--- src/rtl/synth_pkg.sv ---
// rtl/synth_pkg.sv - shared key map, FSM states and helpers for the key-bar synth
package synth_pkg;

  localparam int NUM_KEYS = 15;

  // Same index map the key-bar renderer and the tone table use
  localparam logic [3:0] KEY_L5 = 4'd0;
  localparam logic [3:0] KEY_L6 = 4'd1;
  localparam logic [3:0] KEY_L7 = 4'd2;
  localparam logic [3:0] KEY_M1 = 4'd3;
  localparam logic [3:0] KEY_M2 = 4'd4;
  localparam logic [3:0] KEY_M3 = 4'd5;
  localparam logic [3:0] KEY_M4 = 4'd6;
  localparam logic [3:0] KEY_M5 = 4'd7;
  localparam logic [3:0] KEY_M6 = 4'd8;
  localparam logic [3:0] KEY_M7 = 4'd9;
  localparam logic [3:0] KEY_H1 = 4'd10;
  localparam logic [3:0] KEY_H2 = 4'd11;
  localparam logic [3:0] KEY_H3 = 4'd12;
  localparam logic [3:0] KEY_H4 = 4'd13;
  localparam logic [3:0] KEY_H5 = 4'd14;

  typedef enum logic [1:0] {
    ST_IDLE    = 2'd0,
    ST_ISSUE   = 2'd1,
    ST_PLAY    = 2'd2,
    ST_RELEASE = 2'd3
  } state_t;

  function automatic logic [NUM_KEYS-1:0] key_onehot(input logic [3:0] idx);
    logic [NUM_KEYS-1:0] m;
    m = '0;
    m[idx] = 1'b1;
    return m;
  endfunction

endpackage

--- src/rtl/key_play_scheduler_rr_arbiter15.sv ---
// rtl/key_play_scheduler_rr_arbiter15.sv - combinational round-robin pick over 15 key requests
module rr_arbiter15
  import synth_pkg::*;
(
  input  logic [NUM_KEYS-1:0] req,
  input  logic [3:0]          last,
  output logic [3:0]          gnt_idx,
  output logic                gnt_any
);

  logic [3:0] k;

  // Search starts one past the previous grant and wraps 14 -> 0
  always_comb begin
    gnt_idx = '0;
    gnt_any = 1'b0;
    k       = '0;
    for (int i = 1; i <= NUM_KEYS; i++) begin
      k = 4'((32'(last) + 32'(i)) % NUM_KEYS);
      if (!gnt_any && req[k]) begin
        gnt_any = 1'b1;
        gnt_idx = k;
      end
    end
  end

endmodule

--- src/rtl/key_play_scheduler.sv ---
// rtl/key_play_scheduler.sv - round-robin note sequencer with hold/release timing and frame-synced highlight
module key_play_scheduler
  import synth_pkg::*;
#(
  parameter int HOLD_TICKS    = 2500000,
  parameter int RELEASE_TICKS = 1250000,
  parameter int CNT_W         = 22
) (
  input  logic                clk,
  input  logic                reset,
  input  logic [NUM_KEYS-1:0] key_req,
  input  logic                frame_start,
  output logic                note_valid,
  output logic [3:0]          note_idx,
  input  logic                note_ready,
  output logic                playing,
  output logic [NUM_KEYS-1:0] highlight
);

  localparam logic [CNT_W-1:0] HOLD_LAST = CNT_W'(HOLD_TICKS - 1);
  localparam logic [CNT_W-1:0] REL_LAST  = CNT_W'(RELEASE_TICKS - 1);

  state_t              state, state_d;
  logic [3:0]          note_idx_d;
  logic [3:0]          last_grant, last_grant_d;
  logic [CNT_W-1:0]    counter, counter_d;
  logic [NUM_KEYS-1:0] shadow, shadow_d;
  logic [3:0]          gnt_idx;
  logic                gnt_any;

  rr_arbiter15 u_arb (
    .req     (key_req),
    .last    (last_grant),
    .gnt_idx (gnt_idx),
    .gnt_any (gnt_any)
  );

  always_ff @(posedge clk) begin
    if (reset) begin
      state      <= ST_IDLE;
      note_idx   <= '0;
      last_grant <= KEY_H5;
      counter    <= '0;
      shadow     <= '0;
      highlight  <= '0;
    end else begin
      state      <= state_d;
      note_idx   <= note_idx_d;
      last_grant <= last_grant_d;
      counter    <= counter_d;
      shadow     <= shadow_d;
      // Pre-edge shadow is used so a frame never sees a mid-transition mask
      if (frame_start) begin
        highlight <= shadow;
      end
    end
  end

  always_comb begin
    state_d      = state;
    note_idx_d   = note_idx;
    last_grant_d = last_grant;
    counter_d    = counter;
    case (state)
      ST_IDLE: begin
        if (gnt_any) begin
          state_d      = ST_ISSUE;
          note_idx_d   = gnt_idx;
          last_grant_d = gnt_idx;
        end
      end
      ST_ISSUE: begin
        if (note_ready) begin
          state_d   = ST_PLAY;
          counter_d = '0;
        end
      end
      ST_PLAY: begin
        if (counter >= HOLD_LAST) begin
          if (!key_req[note_idx]) begin
            state_d   = ST_RELEASE;
            counter_d = '0;
          end
        end else begin
          counter_d = counter + CNT_W'(1);
        end
      end
      ST_RELEASE: begin
        if (counter == REL_LAST) begin
          state_d   = ST_IDLE;
          counter_d = '0;
        end else begin
          counter_d = counter + CNT_W'(1);
        end
      end
      default: state_d = ST_IDLE;
    endcase
    shadow_d = ((state_d == ST_ISSUE) || (state_d == ST_PLAY)) ? key_onehot(note_idx_d) : '0;
  end

  assign note_valid = (state == ST_ISSUE);
  assign playing    = (state == ST_PLAY);

endmodule
--- config.mk ---
export PLATFORM = sky130hd
export DESIGN_NAME = key_play_scheduler
export DESIGN_NICKNAME = d
export VERILOG_FILES = /design/src/rtl/synth_pkg.sv /design/src/rtl/key_play_scheduler_rr_arbiter15.sv /design/src/rtl/key_play_scheduler.sv
export SDC_FILE = /design/constraint.sdc
export NUM_CORES = 1
export LEC_CHECK = 0
export ABC_AREA = 1
export ABC_CLOCK_PERIOD_IN_PS = 9900
export BUFFER_PORTS_ARGS = -buffer_cell sky130_fd_sc_hd__buf_4
export CAP_MARGIN = 10
export CORE_MARGIN = 2
export CORE_UTILIZATION = 50
export DETAILED_ROUTE_END_ITERATION = 16
export PLACE_DENSITY = 0.76
export SLEW_MARGIN = 20
export SYNTH_ARGS = -nofsm -noshare
export SYNTH_HDL_FRONTEND = slang
export SYNTH_HIERARCHICAL = 1
export SYNTH_SLANG_ARGS = --single-unit
--- constraint.sdc ---
create_clock -name clk -period 9.9 [get_ports clk]
set_input_delay 1.98 -clock clk [delete_from_list [all_inputs] [get_ports clk]]
set_output_delay 1.98 -clock clk [all_outputs]
set_load 0.01 [all_outputs]
Word-level counts from Yosys, hierarchy flattened

Index checks and enable logic that the tools add are counted.
Widths: inputs -> output; s select.

Flip-flop bits (word level): 62
Word-level logic and storage cells: 177
Input bits: 19

Reductions and logical operators: 35
Bitwise gates (word level): 1
Equality and inequality tests: 8
Multiplexer cells: 77
$lt $le $gt $ge: 19
Div/mod/pow operators: 15
Add/subtract/negate cells: 16

Operators with widths:

| kind                  | number |
|---|---|
| $mod 32x4->32 const B | 15 |
| $mux 22               | 4 |
| $lt 4x5->1 const B    | 17 |
| $mux 4                | 17 |
| $pmux 22 s3           | 1 |
| $bmux 1 s4            | 16 |
| $add 4x4->5 const B   | 8 |
| $mux 1                | 32 |
| $add 22x1->22 const B | 1 |
| $eq 22x21->1 const B  | 1 |
| $ge 22x22->1 const B  | 1 |
| $add 4x3->5 const B   | 4 |
| $logic_and 1x1->1     | 15 |
| $logic_not 1->1       | 14 |
| $add 4x2->5 const B   | 2 |
| $mux 2                | 5 |
| $pmux 2 s4            | 1 |
| $eq 2x2->1 const B    | 3 |
| $add 4x1->5 const B   | 1 |
| $demux 1 s4           | 1 |
| $eq 2x1->1 const B    | 2 |
| $ge 4x1->1 const B    | 1 |
| $ne 3x3->1 const B    | 1 |
| $reduce_and 3->1      | 1 |
| 7 further kinds       | 7 |

Logic depth before layout (Yosys ltp)

Word-level depth: 53
Depth in mapped cells: 39
Gate-level depth less buffers: 38

By module

The synthesis kept the hierarchy.

By module, submodules not included:

| module             | instances | cells each | area each (µm²) | seq. area each (µm²) |
|---|---|---|---|---|
| rr_arbiter15       | 1         | 1,129      | 6,019.5         | 0.0 |
| key_play_scheduler | 1         | 568        | 3,520.9         | 1,241.2 |

Worst setup path before layout

No wires, ideal clock.

Path kind: reg-to-reg
Start: register last_grant[0]
End: register shadow[9]
Slack: 4,280 ps
Clock period less this slack: 5,620 ps
Arrival time: 5,559 ps
Cell stages (with the launch flop): 37
Required time: 9,838 ps
Cells stage by stage: dfxtp_1 buf_4 buf_2 clkbuf_1 inv_1 ha_1 buf_2 inv_1 buf_2 ha_1 nand3_1 nand2_2 xor2_1 ha_1 nand3_4 nand2_4 nand2_4 nand2_2 buf_6 nand2_1 o211ai_1 nand3_1 nand3_1 nand2_2 nor2_8 nand3_4 nor2_8 nand3_4 nor2_8 nand3_1 nand2_1 inv_2 o21ai_1 inv_1 nor2_1 nand2_1 nor2_2

Longest elaborated chain between the ends: 53
Elaborated cells between the ends (all ways): 132

Ends and longest elaborated chain:

| element                                                                     | line                                      | RTL |
|---|---|---|
| from (decl)                                                                 | key_play_scheduler.sv:25                  | `logic [3:0] last_grant, last_grant_d;` |
| from (signal assigned)                                                      | key_play_scheduler.sv:49                  | `last_grant <= last_grant_d;` |
| $add 4x1->5                                                                 | key_play_scheduler_rr_arbiter15.sv:19     | `k = 4'((32'(last) + 32'(i)) % NUM_KEYS);` |
| $mod 32x4->32                                                               | key_play_scheduler_rr_arbiter15.sv:19     |  |
| $bmux 1 s4                                                                  | key_play_scheduler_rr_arbiter15.sv:20     | `if (!gnt_any && req[k]) begin` |
| $mux 1 (implied by the code)                                                | key_play_scheduler_rr_arbiter15.sv:20     |  |
| $mux 1                                                                      | key_play_scheduler_rr_arbiter15.sv:20     |  |
| $logic_not 1->1                                                             | key_play_scheduler_rr_arbiter15.sv:20     |  |
| $logic_and 1x1->1                                                           | key_play_scheduler_rr_arbiter15.sv:20     |  |
| $mux 1                                                                      | key_play_scheduler_rr_arbiter15.sv:20     |  |
| [38 not listed]                                                             | --                                        |  |
| $mux 1 (*)                                                                  | key_play_scheduler_rr_arbiter15.sv:20     |  |
| via gnt_any                                                                 | key_play_scheduler.sv:29                  | `logic gnt_any;` |
| $mux 4 or $mux 2 (tied branches)                                            | key_play_scheduler.sv:66                  | `if (gnt_any) begin` |
| $mux 4 or $pmux 2 s4 (tied branches)                                        | key_play_scheduler.sv:64                  | `case (state)` |
| $lt 4x5->1 (implied by the code), or another cell as far along              | synth_pkg.sv:33                           | `m[idx] = 1'b1;` |
| $logic_and 1x1->1 (implied by the code) or $logic_or 1x1->1 (tied branches) | synth_pkg.sv:33, key_play_scheduler.sv:98 |  |
| $mux 1 (implied by the code) or $not 1->1 (tied branches)                   | --                                        |  |
| $demux 1 s4 or $reduce_or 2->1 (tied branches)                              | --                                        |  |
| to (signal assigned)                                                        | key_play_scheduler.sv:51                  | `shadow <= shadow_d;` |
| to (decl)                                                                   | key_play_scheduler.sv:27                  | `logic [NUM_KEYS-1:0] shadow, shadow_d;` |

Mark *: on every way through the listed nets, which the timed path passes. The rest lies on a longest branch. The select of a mux whose other input is x is not followed.
A chain may end at the register's enable or synchronous reset.

Worst setup path in the final report

Start: register last_grant[1]
End: register shadow[6]

Same word-level chain as after synthesis.

==> reports/metrics.yaml <==
finish:
  utilization_pct: 54.7
  final_layout_size_suffix_gt1_share_pct: 11.2
  final_nets: 1767
  antenna_cells: 0
  final_cell_mix: "nand2_1 (420), nand3_1 (284), inv_1 (201), nor2_1 (161), o21ai_0 (94)"
  area_growth_pct: 7.28
  final_common_cell: "nand2_1"
floorplanning:
  die_h_um: 142
  die_w_um: 142
  start_util_pct: 51.0
  io_pins: 40
  core_area_mm2: 0.0187
  row_count: 50
  die_area_mm2: 0.0202
detailed_routing:
  drtAntennaViolNets: 0
  totalWireLength_mm: 32.5
  drc: 0
  wl_met2_mm: 14.2
  wl_met1_mm: 13.6
  route.met3.wl_mm: 3.55
  wl_per_cell_um: 16.7
  via_per_inst: 5.86
  dr.max_layer_used: "met4"
  vias: 11400
  first_pass_iters: 8
  drt-initial-drc-count: 1477
setup_path:
  endpoint_kind: "flop"
  worstPathMaxFanout: 21
  critPathRequiredTime_ps: 10170
  cp_data_arrival_time_ps: 6920
  start_kind: "flop"
  slowest_delay_ps: 930
  path_class: "flop to flop"
  cpMaxStageDelayCell: "dfxtp_1"
worst_hold_path:
  hp-class: "flop to flop"
timing:
  finalCriticalPeriod_ps: 6650
  fin_crit_sh_pct: 67.2
  max_slew_margin_pct: 36.0
  clock_skew_ps: 5.44
  setup_tns_ps: 0
  max_freq_mhz: 150
  finalMaxSlewViolations: 0
  tightest_slew_ps: 956
  setup_viol: 0
  rsz0062_at_grt: "false"
  fin_ws_ps: 3250
  report.final.hold_viol_count: 0
synth:
  seq_area_frac_synth_pct: 13.0
  synth_cells: 1697
  synth_area_leader_cell: "nand2_1"
  syn_area_per_cell_um2: 5.62
  syn_area_mm2: 0.00954
  yosysWarnings: 6
  yosys_register_bits: 62
  synth-async-reset-ratio_pct: 0
  ys_types: 53
  synth_edf_count: 0
  synth_ff_type: "dfxtp_1"
  synth_nets: 1761
  yosys-top-cells-area: "nand2_1 (17%), nand3_1 (15%), dfxtp_1 (13%)"
  yosysTopAreaCellShare_pct: 16.5
placed_design:
  io_buffers: 39
  dpl.hpwl_mm: 24.1
  pre_cts_slack_ps: 3370
  gp_congestion: 1.00
clock_tree:
  post_cts_buffers: 0
  htree_levels: 3
  clockRootBuffer: "clkbuf_16"
  clk_pin_slew_ps: 60
  cts_tree: "yes"
  post_cts_resized: 0
  cts_buffers: 9
  cts_sinks: 62
  clk_latency_ps: 340
  clk_path_buf_depth: 2
  cts_hold_buffers: 0
grt:
  grt_max_degree: 31
  grt_first_pass_wirelength_mm: 51.8
  grt_overflow_total: 0
  grt_antenna_before_repair: 0
  track_usage_pct: 32.1
  first_global_vias: 10200
outcome:
  status: "completed"
run:
  max-cap-violations: 0
[metrics by stage]
stage / area [um2] / std cells / hold WS (ps)
floorplan: 9540 / 1697 / 431
global placement: 9900 / 1926 / 447
detailed placement: 9900 / 1926 / 448
CTS: 10200 / 1942 / 462
global route: 10200 / 1942 / 477
finish: 10200 / 1942 / 456
[final timing paths]
path,from,cells after the start,slack [ps],end
hold reg to reg,shadow[13]$_SDFF_PP0_,2,460,highlight[13]$_SDFFE_PP0P_
hold / removal,shadow[13]$_SDFF_PP0_,2,460,highlight[13]$_SDFFE_PP0P_
setup reg to reg,last_grant[1]$_SDFFE_PP1P_,33,3250,shadow[6]$_SDFF_PP0_
setup / recovery,last_grant[1]$_SDFFE_PP1P_,33,3250,shadow[6]$_SDFF_PP0_
[cells in the mapped netlist, types with 20 or more instances]
master / instances
nand2_1: 420
nand3_1: 284
inv_1: 201
nor2_1: 161
o21ai_0: 94
a21oi_1: 83
dfxtp_1: 62
ha_1: 45
nand4_1: 45
xor2_1: 37
nand2_2: 30
inv_2: 29
clkbuf_1: 23
nor2_2: 20
[critical path: cells and delay by family, from the launching register on]
kind | cells | cell delay (ps)
compound gates | 2 | 460
xor+xnor | 1 | 260
fa+ha+maj | 3 | 1240
buf+inv | 6 | 910
flops | 1 | 930
simple gates | 21 | 2750
[cells by family (layout without fill, tap and decap cells)]
logic type,after synthesis,after routing,share of synthesized area [%]
muxes,1,1,0.118
and+or+nand+nor,1018,1018,50.6
adders and majority gates,45,45,5.90
buffers and inverters,284,295,11.9
xor gates and xnor gates,50,50,4.75
DFF,62,62,13.0
AOI/OAI and AO/OA,237,237,13.7
[cell type report]
class,instances,area (um2)
multi-input cells,1351,7160
clock inverters,6,92.6
fillers,1895,8470
inverters,237,892
well taps,234,293
flip-flops and latches,62,1240
clock buffers,10,239
repair buffers,42,315
[flip-flops by register name (all words and copies together) (netlist names)]
signal and count:
shadow 15, highlight 15, note_idx 4, counter 22
last_grant 4, state 2
[metal layers]
layer  vias up  global-route usage [%]
met3        80                    7.07
met2       594                    49.7
met4         0                    13.4
met5         -                       0
met1      5117                    43.1
li1       5588                       -
Power is not shown: default switching activity piles up to over one toggle a cycle in this logic, so the estimate is an artifact.
